## src/rtl/riscv_pmp_arb.sv

```systemverilog
// riscv_pmp_arb: shares one PMP checker between instruction fetch and data memory, replaying checks hit by CSR writes
package biu_pkg;
  typedef enum logic [2:0] {BYTE = 3'b000, HWORD = 3'b001, WORD = 3'b010, DWORD = 3'b011, QWORD = 3'b100} biu_size_t;
endpackage

module riscv_pmp_arb
  import biu_pkg::*;
#(
  parameter int PLEN       = 34,
  parameter int STARVE_MAX = 4
) (
  input  logic            clk,
  input  logic            rst,
  input  logic            if_req,
  input  logic [PLEN-1:0] if_adr,
  input  biu_size_t       if_size,
  output logic            if_gnt,
  output logic            if_rsp_vld,
  output logic            if_rsp_exception,
  input  logic            dm_req,
  input  logic [PLEN-1:0] dm_adr,
  input  biu_size_t       dm_size,
  input  logic            dm_we,
  output logic            dm_gnt,
  output logic            dm_rsp_vld,
  output logic            dm_rsp_exception,
  input  logic            pmp_update,
  output logic            chk_req,
  output logic            chk_instruction,
  output logic [PLEN-1:0] chk_adr,
  output biu_size_t       chk_size,
  output logic            chk_we,
  input  logic            chk_exception
);
  localparam int SW = $clog2(STARVE_MAX + 1);
  logic          upd_q, allow, if_win, done;
  logic [SW-1:0] starve_cnt;
  // with pmp_update low an occupied check stage always completes, so it never blocks a grant
  always_comb begin
    allow  = ~pmp_update & ~upd_q;
    done   = chk_req & ~pmp_update;
    if_win = if_req & (~dm_req | (starve_cnt == SW'(STARVE_MAX)));
    if_gnt = allow & if_win;
    dm_gnt = allow & dm_req & ~if_win;
  end
  always_ff @(posedge clk or posedge rst) begin
    if (rst) begin
      upd_q            <= 1'b0;
      starve_cnt       <= '0;
      chk_req          <= 1'b0;
      chk_instruction  <= 1'b0;
      chk_adr          <= '0;
      chk_size         <= BYTE;
      chk_we           <= 1'b0;
      if_rsp_vld       <= 1'b0;
      if_rsp_exception <= 1'b0;
      dm_rsp_vld       <= 1'b0;
      dm_rsp_exception <= 1'b0;
    end else begin
      upd_q <= pmp_update;
      if (allow)
        starve_cnt <= (if_gnt | ~if_req) ? '0 :
                      (starve_cnt == SW'(STARVE_MAX)) ? starve_cnt : starve_cnt + SW'(1);
      if (if_gnt | dm_gnt) begin
        chk_req         <= 1'b1;
        chk_instruction <= if_gnt;
        chk_adr         <= if_gnt ? if_adr : dm_adr;
        chk_size        <= if_gnt ? if_size : dm_size;
        chk_we          <= dm_gnt & dm_we;
      end else if (done) begin
        chk_req <= 1'b0;
      end
      if_rsp_vld <= done & chk_instruction;
      dm_rsp_vld <= done & ~chk_instruction;
      if (done & chk_instruction) if_rsp_exception <= chk_exception;
      if (done & ~chk_instruction) dm_rsp_exception <= chk_exception;
    end
  end
endmodule
```

## config.mk

```make
export PLATFORM = sky130hd
export DESIGN_NAME = riscv_pmp_arb
export DESIGN_NICKNAME = d
export VERILOG_FILES = /design/src/rtl/riscv_pmp_arb.sv
export SDC_FILE = /design/constraint.sdc
export NUM_CORES = 1
export LEC_CHECK = 0
export CORE_MARGIN = 2
export CORE_UTILIZATION = 40
export DETAILED_ROUTE_END_ITERATION = 8
export HOLD_SLACK_MARGIN = 0.12
export PLACE_DENSITY = 0.89
export SYNTH_ARGS = -nofsm -noshare
export SYNTH_HDL_FRONTEND = slang
export SYNTH_SLANG_ARGS = --single-unit
```

## constraint.sdc

```tcl
create_clock -name clk -period 2.4 [get_ports clk]
set_clock_uncertainty 0.15 [all_clocks]
set_input_delay 0.24 -clock clk [delete_from_list [all_inputs] [get_ports clk]]
set_output_delay 0.24 -clock clk [all_outputs]
set_load 0.05 [all_outputs]
```

---- Word-level counts from Yosys, hierarchy flattened ----
Index checks and enable logic that the tools add are counted.
operators by class
  add/sub/neg operators ................... 1
  mux-type cells .......................... 6
  bitwise operators ....................... 18
  reductions and logical operators ........ 2
  multipliers ............................. 0
  divide/modulo/power cells ............... 0
  equality and inequality tests ........... 2
  shift-type cells ........................ 0
  order comparisons ....................... 0
operators with widths
  cell                 count
  $mux 34              1
  $and 1x1->1          9
  $mux 3               3
  $not 1->1            6
  $add 3x1->3 const B  1
  $eq 3x3->1 const B   1
  $or 1x1->1           3
  $mux 1               2
  $ne 2x2->1 const B   1
  $reduce_and 2->1     1
  $reduce_bool 2->1    1
storage, ports and cells
  word-level logic and storage cells ...... 40
  RAM bits ................................ 0
  input bits .............................. 81
  memory bits (read-only) ................. 0
  latch bits .............................. 0
  memories ................................ 0
  output and inout port bits .............. 46
  register bits ........................... 48

---- Longest topological paths before layout ----
Gate-level depths: netlist of run 1.
  depth after elaboration ................. 7
  depth in mapped cells ................... 8
  depth with buffers taken out ............ 6

---- Worst setup path before layout of run 1 ----
No wires, ideal clock.
  kind .................................... register -> register
  start point ............................. register upd_q
  end point ............................... register chk_we
  path buffers ............................ 0
  data arrival time ....................... 1.973 ns
  period minus slack after synthesis ...... 2.191 ns
  cell stages (with the launch flop) ...... 4
  setup slack ............................. 0.209 ns
  required time ........................... 2.182 ns
  setup time .............................. 0.068 ns
  cells stage by stage .................... dfrtp_1 -> or3b_2 -> a31oi_1 -> a22o_1
on the way
  word-level cells in the longest chain between the ends .. 5
  elaborated cells between the ends (all ways) .. 7
  classes of those cells .................. bitwise: 7
RTL lines
  item                                              line    source
  start: declaration                                36      logic upd_q, allow, if_win, done;
  start signal: assignment                          60      upd_q <= pmp_update;
  $not 1->1 (*)                                     40      allow = ~pmp_update & ~upd_q;
  $and 1x1->1 (*)                                   40
  $and 1x1->1 (*) (2 in a row)                      44      dm_gnt = allow & dm_req & ~if_win;
  named net dm_gnt                                  24      output logic dm_gnt,
  $and 1x1->1 / $or 1x1->1 (equally long branches)  69, 64
  end signal: assignment                            69      chk_we <= dm_gnt & dm_we;
  end: declaration                                  32      output logic chk_we,
The timed path passes the listed nets; every way through them passes the cells marked *.
A chain may end at the register's enable or synchronous reset.

---- Worst setup path after layout of run 1 ----
  start point ............................. input port dm_req
  end point ............................... output port dm_gnt
on the way
  word-level cells in the longest chain between the ends .. 5
  elaborated cells between the ends (all ways) .. 6
  classes of those cells .................. bitwise: 6
RTL lines
  item                line  source
  start: declaration  20    input logic dm_req,
  $not 1->1           42    if_win = if_req & (~dm_req | (starve_cnt == SW'(STARVE_MAX)));
  $or 1x1->1          42
  $and 1x1->1         42
  $not 1->1           44
  $and 1x1->1 (*)     44
  end: declaration    24
Every way passes the cells marked *; elsewhere a longest branch is shown, timed or not.

==> out/qor.csv, run 1 <==
stage;metric;value;unit
cts;worstSkewPairLatency;0.30;ns
finish;area_growth;57.3;%
finish;final-seq-area;0.00120;sq mm
grt;grt_pass1_vias;2435;
critical_path;cp_num_cells;4;
sta;finalCriticalPeriod;2.20;ns
cts;clk_pin_slew;0.08;ns
critical_path;reg2reg_depth;6;
critical_path;cp.required;2.01;ns
sta;max_freq;454;MHz
critical_path;critPathLaunchType;primary input;
status;status;completed;
cts;cts_root_buf;clkbuf_8;
yosys;ys_ff_latch;48;
grt;grt_max_degree;41;
critical_path;critical_path.max_fanout;4;
yosys;syn_area;0.00254;sq mm
cts;cts.sinks;48;
yosys;syn-num-nets;301;
die;rows;29;
sta;hold_viol_final;0;
place;gp_congestion;0.779;
cts;cts_resized;0;
power_and_ir_drop;powerDensity;729;mW/mm^2
die;num_io_pins;127;
grt;grt_pass1_wl;12400;um
critical_path;slowest_delay;0.58;ns
route;ant_nets;0;
grt;overflow;0;
finish;drive_gt1_frac;0.103;
yosys;synth_seq_area_share;0.473;
yosys;syn_inst;218;
die;die_area;0.00700;sq mm
critical_path;cp_slowest_cell;clkdlybuf4s50_1;
die;fp.dieW;83.7;um
critical_path;crit_arrival;1.81;ns
sta;tightest_slew;0.520;ns
route;routed_wl;7450;um
worst_hold_path;hold_path.class;register to register;
yosys;synth_area_leader_cell;dfrtp_1;
route;drc;0;
finish;fill_cells;500;
sta;slew_headroom;0.652;
cts;cts_buffers;5;
finish;final_nets;423;
cts;post-cts-setup-buffers;0;
place;place_ws;0.204;ns
yosys;synth_cell_types;25;
route;drt-initial-drc-count;153;
die;chipHeight;83.7;um
sta;rsz0062_at_grt;no;
worst_hold_path;hold_depth;1;
critical_path;cp_cell_sequence;clkdlybuf4s50_1, or3b_2, a31oi_1, buf_12;
sta;final_max_slew_viol_count;0;
sta;setup_ws;0.197;ns
route;viasPerCell;5.80;
place;io_buffers;126;
route;avgRoutedWirePerCell;17.8;um
die;initial_core_util;0.407;
yosys;yosysWarnings;0;
place;place_area;0.00390;sq mm
place;dp_hpwl;5320;um
sta;finalSetupViolations;0;
critical_path;crit_type;primary input to output port;
finish;antenna_cells;0;
cts;h-tree-depth;2;
power_and_ir_drop;p_leak;0.00160;uW
grt;track_usage;0.216;
yosys;syn_avg_cell_area;11.7;sq um
cts;ctsLongestPathBuffers;2;
critical_path;crit_buf_inv;2;
die;core_region_area;0.00624;sq mm
cts;cts_tree;done;
route;dr.pass1.iters;4;
critical_path;critPathTopFamily;buffers and inverters;
grt;grt_antenna_before_repair;0;
sta;tns;0;ns
power_and_ir_drop;vdd_ir_drop_max;381;uV
route;route.vias.total;2425;
yosys;synth.top_cells.by_area;dfrtp_1 47%, a221o_1 15%, and4_1 13%;
finish;post-route-cell-area;0.00400;sq mm
finish;multi_input_area;0.00118;sq mm
flow_run;max_cap_violations;0;
critical_path;end_kind;output port;
sta;finalCritPeriodShare;0.918;
yosys;synth_top_cell_area_share;0.473;
==> cells in the mapped netlist <==
| cell type | instances |
|---|---|
| o21ai_1 | 2 |
| and3b_1 | 1 |
| nor2_2 | 1 |
| or3b_2 | 1 |
| a31oi_1 | 1 |
| nand2b_1 | 2 |
| inv_1 | 4 |
| nor2_4 | 1 |
| dfrtp_1 | 48 |
| nand2_1 | 4 |
| mux2_2 | 2 |
| nand3_1 | 3 |
| a22o_1 | 1 |
| o22ai_1 | 2 |
| buf_2 | 7 |
| buf_6 | 3 |
| and4_1 | 37 |
| ha_1 | 2 |
| buf_4 | 5 |
| clkbuf_1 | 13 |
| a32o_1 | 1 |
| nor3b_1 | 38 |
| a21bo_2 | 1 |
| or2_1 | 1 |
| a221o_1 | 37 |
==> final timing paths <==
| path | startpoint | end | slack (ns) |
|---|---|---|---|
| min reg2reg | chk_instruction$_DFFE_PP0P_ | dm_rsp_vld$_DFF_PP0_ | 0.36 |
| min | chk_instruction$_DFFE_PP0P_ | dm_rsp_vld$_DFF_PP0_ | 0.36 |
| max | dm_req | dm_gnt | 0.20 |
| min in group asynchronous | rst | chk_adr[11]$_DFFE_PP0P_ | 0.66 |
| max reg2reg | starve_cnt[0]$_DFFE_PP0P_ | chk_adr[9]$_DFFE_PP0P_ | 0.55 |
| max in group asynchronous | rst | chk_adr[15]$_DFFE_PP0P_ | 0.84 |
==> registers in the layout (all words and copies together) (netlist names) <==
| name | cells |
|---|---|
| chk_adr | 34 |
| chk_size | 3 |
| starve_cnt | 3 |
| chk_instruction | 1 |
| chk_req | 1 |
| chk_we | 1 |
| dm_rsp_exception | 1 |
| dm_rsp_vld | 1 |
| if_rsp_exception | 1 |
| if_rsp_vld | 1 |
| upd_q | 1 |
==> cells in the final DEF, fill, tap and decap left out <==
master	instances
clkdlybuf4s50_1	124
dfrtp_1	48
nor3b_1	38
and4_1	37
a221o_1	37
buf_4	16
clkbuf_8	5
nand2_1	4
inv_1	3
nand3_1	2
o22ai_1	2
nand2b_1	2
mux2_2	2
ha_1	2
clkinv_2	2
buf_12	2
nor2_4	1
o21ai_4	1
nor2_2	1
or2_1	1
a21bo_2	1
nand3_2	1
or3b_2	1
a31oi_1	1
and3b_1	1
inv_2	1
o21ai_1	1
a32o_1	1
a22o_1	1
clkinv_4	1
dlygate4sd3_1	1
==> kinds of logic (layout without fill, tap and decap cells) <==
family | Yosys count | in the layout | share of synthesized area
AOI/OAI and AO/OA | 45 | 45 | 0.168
adders and majority gates | 2 | 2 | 0.00985
muxes | 2 | 2 | 0.00887
DFF | 48 | 48 | 0.473
and+or+nand+nor | 89 | 89 | 0.273
buffers and inverters | 32 | 155 | 0.0670
==> repair_timing <==
action,in CTS,in global routing
endpoints found under the hold margin,10,0
hold buffers,1,0
setup endpoints to repair,0,0
==> layout make-up <==
cell class,count,area share
flip-flops and latches,48,0.301
inverters,4,0.00376
repair buffers,143,0.353
well taps,77,0.0241
clock inverters,3,0.00470
multi-input cells,138,0.296
clock buffers,5,0.0172
==> through the flow <==
| stage | hold slack (ns) | utilization | power (uW) | instances |
|---|---|---|---|---|
| global route | 0.380 | 0.640 | 3050 | 418 |
| floorplan | 0.121 | - | 1930 | 218 |
| CTS | 0.363 | 0.640 | 2940 | 418 |
| global placement | 0.343 | 0.625 | 2440 | 409 |
| finish | 0.359 | 0.640 | 2910 | 418 |
| detailed placement | 0.337 | 0.625 | 2460 | 409 |
==> layer usage <==
metal  track usage  part of all wire
met1         0.305              0.44
met5             0                 0
met4        0.0396            0.0062
met3        0.0425             0.060
met2         0.351              0.49
==> report_power, final <==
group | internal [uW] | leakage [uW] | switching [uW] | total, uW
Sequential | 970 | 0.000583 | 104 | 1070
Clock | 203 | 0.0000479 | 263 | 466
Combinational | 558 | 0.000971 | 815 | 1370
(Power assumes the default switching activity.)
==> run 2, diff against run 1 <==
--- a/config.mk
+++ b/config.mk
@@ -5,6 +5,7 @@
 export SDC_FILE = /design/constraint.sdc
 export NUM_CORES = 1
 export LEC_CHECK = 0
+export CORE_ASPECT_RATIO = 1.1
 export CORE_MARGIN = 2
 export CORE_UTILIZATION = 40
 export DETAILED_ROUTE_END_ITERATION = 8
==> out/qor.csv, run 2 (synthesized netlist as in run 1, its figures left out) <==
stage;metric;value;unit;change
route;ant_nets;0;;unchanged
route;routed_wl;7530;um;+1.1%
die;chipHeight;87.6;um;+4.6%
finish;drive_gt1_frac;0.0866;;-0.0161
power_and_ir_drop;powerDensity;728;mW/mm^2;-0.18%
cts;cts_buffers;5;;unchanged
critical_path;crit_type;primary input to output port;;
sta;slew_headroom;0.312;;-0.341
cts;worstSkewPairLatency;0.29;ns;about the same
die;die_area;0.00700;sq mm;about the same
sta;finalCriticalPeriod;2.21;ns;+0.00700 ns
critical_path;crit_arrival;1.82;ns;about the same
finish;multi_input_area;0.00118;sq mm;unchanged
critical_path;slowest_delay;0.57;ns;about the same
critical_path;critPathLaunchType;primary input;;
finish;fill_cells;495;;-1.0%
cts;cts_tree;done;;
cts;postCtsHoldBufs;0;;-1
cts;cts.sinks;48;;unchanged
grt;grt_pass1_wl;12000;um;-2.6%
route;drt-initial-drc-count;151;;-1.3%
place;place_area;0.00391;sq mm;+0.29%
sta;tns;0;ns;unchanged
die;rows;30;;+3.4%
sta;rsz0062_at_grt;no;;
finish;final_util;0.648;;+0.00743
finish;final_nets;418;;-1.2%
grt;track_usage;0.218;;+0.00218
finish;reg_top3;chk_adr x34, chk_size x3, starve_cnt x3;;
place;place_ws;0.211;ns;+0.00702 ns
cts;h-tree-depth;2;;unchanged
grt;overflow;0;;unchanged
status;status;completed;;
sta;finalSetupViolations;0;;unchanged
cts;post-cts-setup-buffers;0;;unchanged
cts;cts_root_buf;clkbuf_8;;
route;viasPerCell;5.81;;about the same
route;drc;0;;unchanged
grt;grt_pass1_vias;2385;;-2.1%
cts;cts_resized;0;;unchanged
grt;grt_max_degree;40;;-2.4%
worst_hold_path;hold_path.class;primary input to async pin;;
place;gp_congestion;0.766;;-1.7%
route;dr.pass1.iters;5;;+1
die;fp.dieW;80.0;um;-4.4%
die;num_io_pins;127;;unchanged
die;initial_core_util;0.413;;+0.00562
finish;area_growth;57.0;%;
die;core_region_area;0.00616;sq mm;-1.4%
sta;tightest_slew;1.03;ns;+0.509 ns
sta;finalCritPeriodShare;0.921;;+0.00292
sta;max_freq;452;MHz;-0.32%
power_and_ir_drop;p_leak;0.00159;uW;-0.84%
finish;largest_register;chk_adr;;
finish;mostFrequentLayoutCell;clkdlybuf4s50_1;;
finish;post-route-cell-area;0.00399;sq mm;-0.22%
finish;antenna_cells;0;;unchanged
critical_path;cp_slowest_cell;clkdlybuf4s50_1;;
power_and_ir_drop;vdd_ir_drop_max;450;uV;+18%
flow_run;max_cap_violations;0;;unchanged
power_and_ir_drop;total_power;2900;uW;-0.40%
sta;hold_viol_final;0;;unchanged
cts;ctsLongestPathBuffers;2;;unchanged
critical_path;end_kind;output port;;
finish;final-seq-area;0.00120;sq mm;unchanged
critical_path;cp_cell_sequence;clkdlybuf4s50_1, or3b_2, a31oi_1, buf_12;;
sta;setup_ws;0.190;ns;-0.00700 ns
grt;grt_antenna_before_repair;0;;unchanged
route;route.vias.total;2410;;-0.62%
critical_path;cp.required;2.01;ns;about the same
critical_path;critical_path.max_fanout;4;;unchanged
cts;clk_pin_slew;0.08;ns;about the same
finish;largest_reg_flops;34;;unchanged
place;io_buffers;126;;unchanged
place;dp_hpwl;5330;um;+0.23%
route;avgRoutedWirePerCell;18.1;um;+1.8%
finish;mostFrequentLayoutCells;124 x clkdlybuf4s50_1, 48 x dfrtp_1, 38 x nor3b_1;;
sta;final_max_slew_viol_count;0;;unchanged
run 2: cell count changes in the layout (fill, tap and decap cells not counted):
cell,before,now
buf_4,16,9
dlygate4sd3_1,1,0
clkinv_2,2,1
clkinv_4,1,0
buf_12,2,5
clkbuf_1,0,1
run 2: worst max-delay path: cells and delay by family:
family,cells,cell delay [ns]
and+or+nand+nor,1,0.49
AOI/OAI and AO/OA,1,0.33
buffers and inverters,2,0.76
run 2: routing by layer:
layer | track usage | wire (um) | part of all wire
met3 | 0.0412 | 479 | 0.064
met2 | 0.376 | 3800 | 0.50
met1 | 0.286 | 3140 | 0.42
met4 | 0.0508 | 108 | 0.014
met5 | 0 | 0 | 0
run 2: metrics by stage:
| step | hold WS, ns | cells |
|---|---|---|
| finish | 0.155 | 415 |
| global route | 0.196 | 415 |
| CTS | 0.168 | 415 |
| detailed placement | 0.350 | 408 |
| global placement | 0.333 | 408 |
| floorplan | 0.121 | 218 |
run 2: cell type report:
class,count,share of cell area
clock inverters,1,0.00126
multi-input cells,138,0.297
well taps,80,0.0251
flip-flops and latches,48,0.301
repair buffers,138,0.353
inverters,4,0.00377
clock buffers,6,0.0182
run 2: worst paths after layout:
kind	slack, ns	cells past startpoint	end	start
setup / recovery	0.19	4	dm_gnt	dm_req
hold / removal	0.16	2	chk_adr[10]$_DFFE_PP0P_	rst
setup reg to reg	0.43	6	chk_adr[6]$_DFFE_PP0P_	starve_cnt[0]$_DFFE_PP0P_
hold reg to reg	0.37	1	chk_adr[31]$_DFFE_PP0P_	chk_adr[31]$_DFFE_PP0P_
max in group asynchronous	1.42	3	chk_adr[30]$_DFFE_PP0P_	rst
min in group clk	0.37	1	chk_adr[31]$_DFFE_PP0P_	chk_adr[31]$_DFFE_PP0P_
run 2: power breakdown:
part / internal (uW) / switching, uW / leakage, uW
clock network: 199 / 249 / 0.0000410
logic: 563 / 818 / 0.000965
registers: 970 / 104 / 0.000583
==> run 3, diff against run 2 <==
--- a/config.mk
+++ b/config.mk
@@ -7,10 +7,11 @@
 export LEC_CHECK = 0
 export CORE_ASPECT_RATIO = 1.1
 export CORE_MARGIN = 2
-export CORE_UTILIZATION = 40
+export CORE_UTILIZATION = 30
 export DETAILED_ROUTE_END_ITERATION = 8
 export HOLD_SLACK_MARGIN = 0.12
-export PLACE_DENSITY = 0.89
+export MAX_ROUTING_LAYER = met4
+export PLACE_DENSITY = 0.72
 export SYNTH_ARGS = -nofsm -noshare
 export SYNTH_HDL_FRONTEND = slang
 export SYNTH_SLANG_ARGS = --single-unit
==> out/qor.csv, run 3 (synthesized netlist as in run 1, its figures left out) <==
stage;metric;value;unit;change
sta;slew_headroom;0.290;;-0.0213
power_and_ir_drop;p_leak;0.00159;uW;+0.20%
status;status;completed;;
die;fp.dieW;91.7;um;+15%
critical_path;critical_path.max_fanout;22;;+18
finish;post-route-cell-area;0.00404;sq mm;+1.2%
route;ant_nets;0;;unchanged
route;avgRoutedWirePerCell;17.4;um;-3.9%
grt;grt_antenna_before_repair;0;;unchanged
cts;post-cts-setup-buffers;0;;unchanged
flow_run;max_cap_violations;0;;unchanged
grt;track_usage;0.177;;-0.0410
critical_path;rrSetupSlack;0.50;ns;+0.07 ns
power_and_ir_drop;swShare;0.407;;+0.00325
finish;drive_gt1_frac;0.0890;;+0.00245
critical_path;reg2reg_depth;6;;unchanged
power_and_ir_drop;internal_power;1730;uW;-0.37%
critical_path;critPathLaunchType;register;;
die;num_io_pins;127;;unchanged
critical_path;timing.rr.end;chk_adr[24]$_DFFE_PP0P_;;
grt;grt_max_degree;40;;unchanged
sta;finalCritPeriodShare;0.934;;+0.0128
power_and_ir_drop;p_seq_frac;0.370;;about the same
route;route.vias.total;2388;;-0.91%
cts;cts_buffers;5;;unchanged
worst_hold_path;min_from;chk_we$_DFFE_PP0P_;;
sta;final_max_slew_viol_count;0;;unchanged
critical_path;cp.required;2.01;ns;about the same
grt;overflow;0;;unchanged
worst_hold_path;whs_endpoint;chk_we$_DFFE_PP0P_;;
route;viasPerCell;5.33;;-8.2%
sta;rsz0062_at_grt;no;;
power_and_ir_drop;power.switching;1180;uW;+0.99%
finish;largest_reg_flops;34;;unchanged
critical_path;crit_arrival;1.85;ns;+0.03 ns
cts;h-tree-depth;2;;unchanged
die;initial_core_util;0.305;;-0.107
place;placed_cells;440;;+7.8%
finish;area_growth;58.9;%;
power_and_ir_drop;vdd_ir_drop_max;452;uV;+0.48%
cts;cts.sinks;48;;unchanged
place;dp_hpwl;5330;um;about the same
die;chipHeight;101;um;+15%
sta;tightest_slew;1.06;ns;+0.0318 ns
power_and_ir_drop;p_clk_frac;0.158;;+0.004
finish;final-instance-count-excl-fill;448;;+8.0%
cts;ctsLongestPathBuffers;2;;unchanged
grt;grt_pass1_wl;12800;um;+6.6%
die;die_area;0.00922;sq mm;+32%
grt;grt_pass1_vias;2482;;+4.1%
cts;cts_tree;done;;
die;rows;35;;+17%
route;routed_wl;7810;um;+3.7%
place;place_area;0.00395;sq mm;+0.99%
finish;mostFrequentLayoutCells;124 x clkdlybuf4s50_1, 48 x dfrtp_1, 38 x nor3b_1;;
worst_hold_path;hold_path.class;register to register;;
critical_path;crit_type;register to output port;;
finish;largest_register;chk_adr;;
route;dr.pass1.iters;4;;-1
sta;hold_viol_final;0;;unchanged
sta;tns;0;ns;unchanged
sta;finalCriticalPeriod;2.24;ns;+0.0308 ns
power_and_ir_drop;powerDensity;721;mW/mm^2;-1.0%
sta;finalSetupViolations;0;;unchanged
power_and_ir_drop;comb_power_share;0.473;;-0.003
critical_path;end_kind;output port;;
cts;cts_root_buf;clkbuf_8;;
finish;mostFrequentLayoutCell;clkdlybuf4s50_1;;
die;core_region_area;0.00832;sq mm;+35%
finish;antenna_cells;0;;unchanged
finish;final_nets;420;;+0.48%
place;io_buffers;126;;unchanged
critical_path;r2r-start;starve_cnt[0]$_DFFE_PP0P_;;
cts;clk_pin_slew;0.08;ns;about the same
cts;postCtsHoldBufs;1;;+1
worst_hold_path;hold_depth;1;;
route;drt-initial-drc-count;96;;-36%
cts;worstSkewPairLatency;0.29;ns;about the same
place;gp_congestion;0.753;;-1.8%
route;drc;0;;unchanged
finish;reg_top3;chk_adr x34, chk_size x3, starve_cnt x3;;
cts;cts_resized;0;;unchanged
sta;max_freq;446;MHz;-1.4%
==> run 3: cell count changes in the layout (fill, tap and decap cells not counted) <==
cell and delta:
buf_12 -1, buf_4 +2, dlygate4sd3_1 +1, nor2_2 -1
nor2_4 +1
==> run 3: worst max-delay path by stage <==
stage / cells after the start / slack [ns] / from / endpoint
floorplan: 3 / 0.21 / upd_q$_DFF_PP0_ / chk_we$_DFFE_PP0P_
global placement: 4 / 0.26 / dm_req / chk_adr[26]$_DFFE_PP0P_
detailed placement: 4 / 0.20 / dm_req / chk_adr[8]$_DFFE_PP0P_
CTS: 7 / 0.15 / starve_cnt[0]$_DFFE_PP0P_ / if_gnt
global route: 7 / 0.02 / starve_cnt[0]$_DFFE_PP0P_ / if_gnt
finish: 7 / 0.16 / starve_cnt[0]$_DFFE_PP0P_ / if_gnt
==> run 3: cell type report <==
| class | count | area, sq um |
|---|---|---|
| multi-input combinational | 138 | 1190 |
| clock buffer | 6 | 72.6 |
| fill | 783 | 4280 |
| timing repair buffer | 140 | 1410 |
| tap | 111 | 139 |
| sequential | 48 | 1200 |
| clock inverter | 1 | 5.00 |
| inverter | 4 | 15.0 |
==> run 3: critical path, cell delays in order, from the launching register on <==
cell	delay, ns
dfrtp_1	0.36
inv_1	0.07
ha_1	0.23
a21bo_2	0.24
nand3_2	0.08
buf_4	0.26
inv_1	0.15
buf_12	0.17
==> run 3: power groups by stage <==
stage                     Clock (uW)  Combinational (uW)  Sequential, uW
after CTS                        482                1380            1080
after global routing             510                1440            1100
final                            459                1370            1070
after detailed placement           0                1380            1090
after floorplan                    0                 321            1610
after global placement             0                1360            1090
==> run 3: layer usage <==
metal,share of wire,global-route usage,wire length [um]
met5,0,-,0
met1,0.45,0.231,3540
met4,0.0088,0.0333,69
met3,0.052,0.0329,409
met2,0.48,0.292,3790
==> run 3: through the flow <==
stage / total power, uW / util / hold WS (ns) / worst slack [ns]
2_1_floorplan: 1930 / - / 0.121 / 0.209
3_3_place_gp: 2450 / 0.475 / 0.345 / 0.258
3_5_place_dp: 2470 / 0.475 / 0.344 / 0.202
4_1_cts: 2940 / 0.485 / 0.368 / 0.154
5_1_grt: 3050 / 0.485 / 0.381 / 0.0214
6_report: 2910 / 0.485 / 0.365 / 0.159
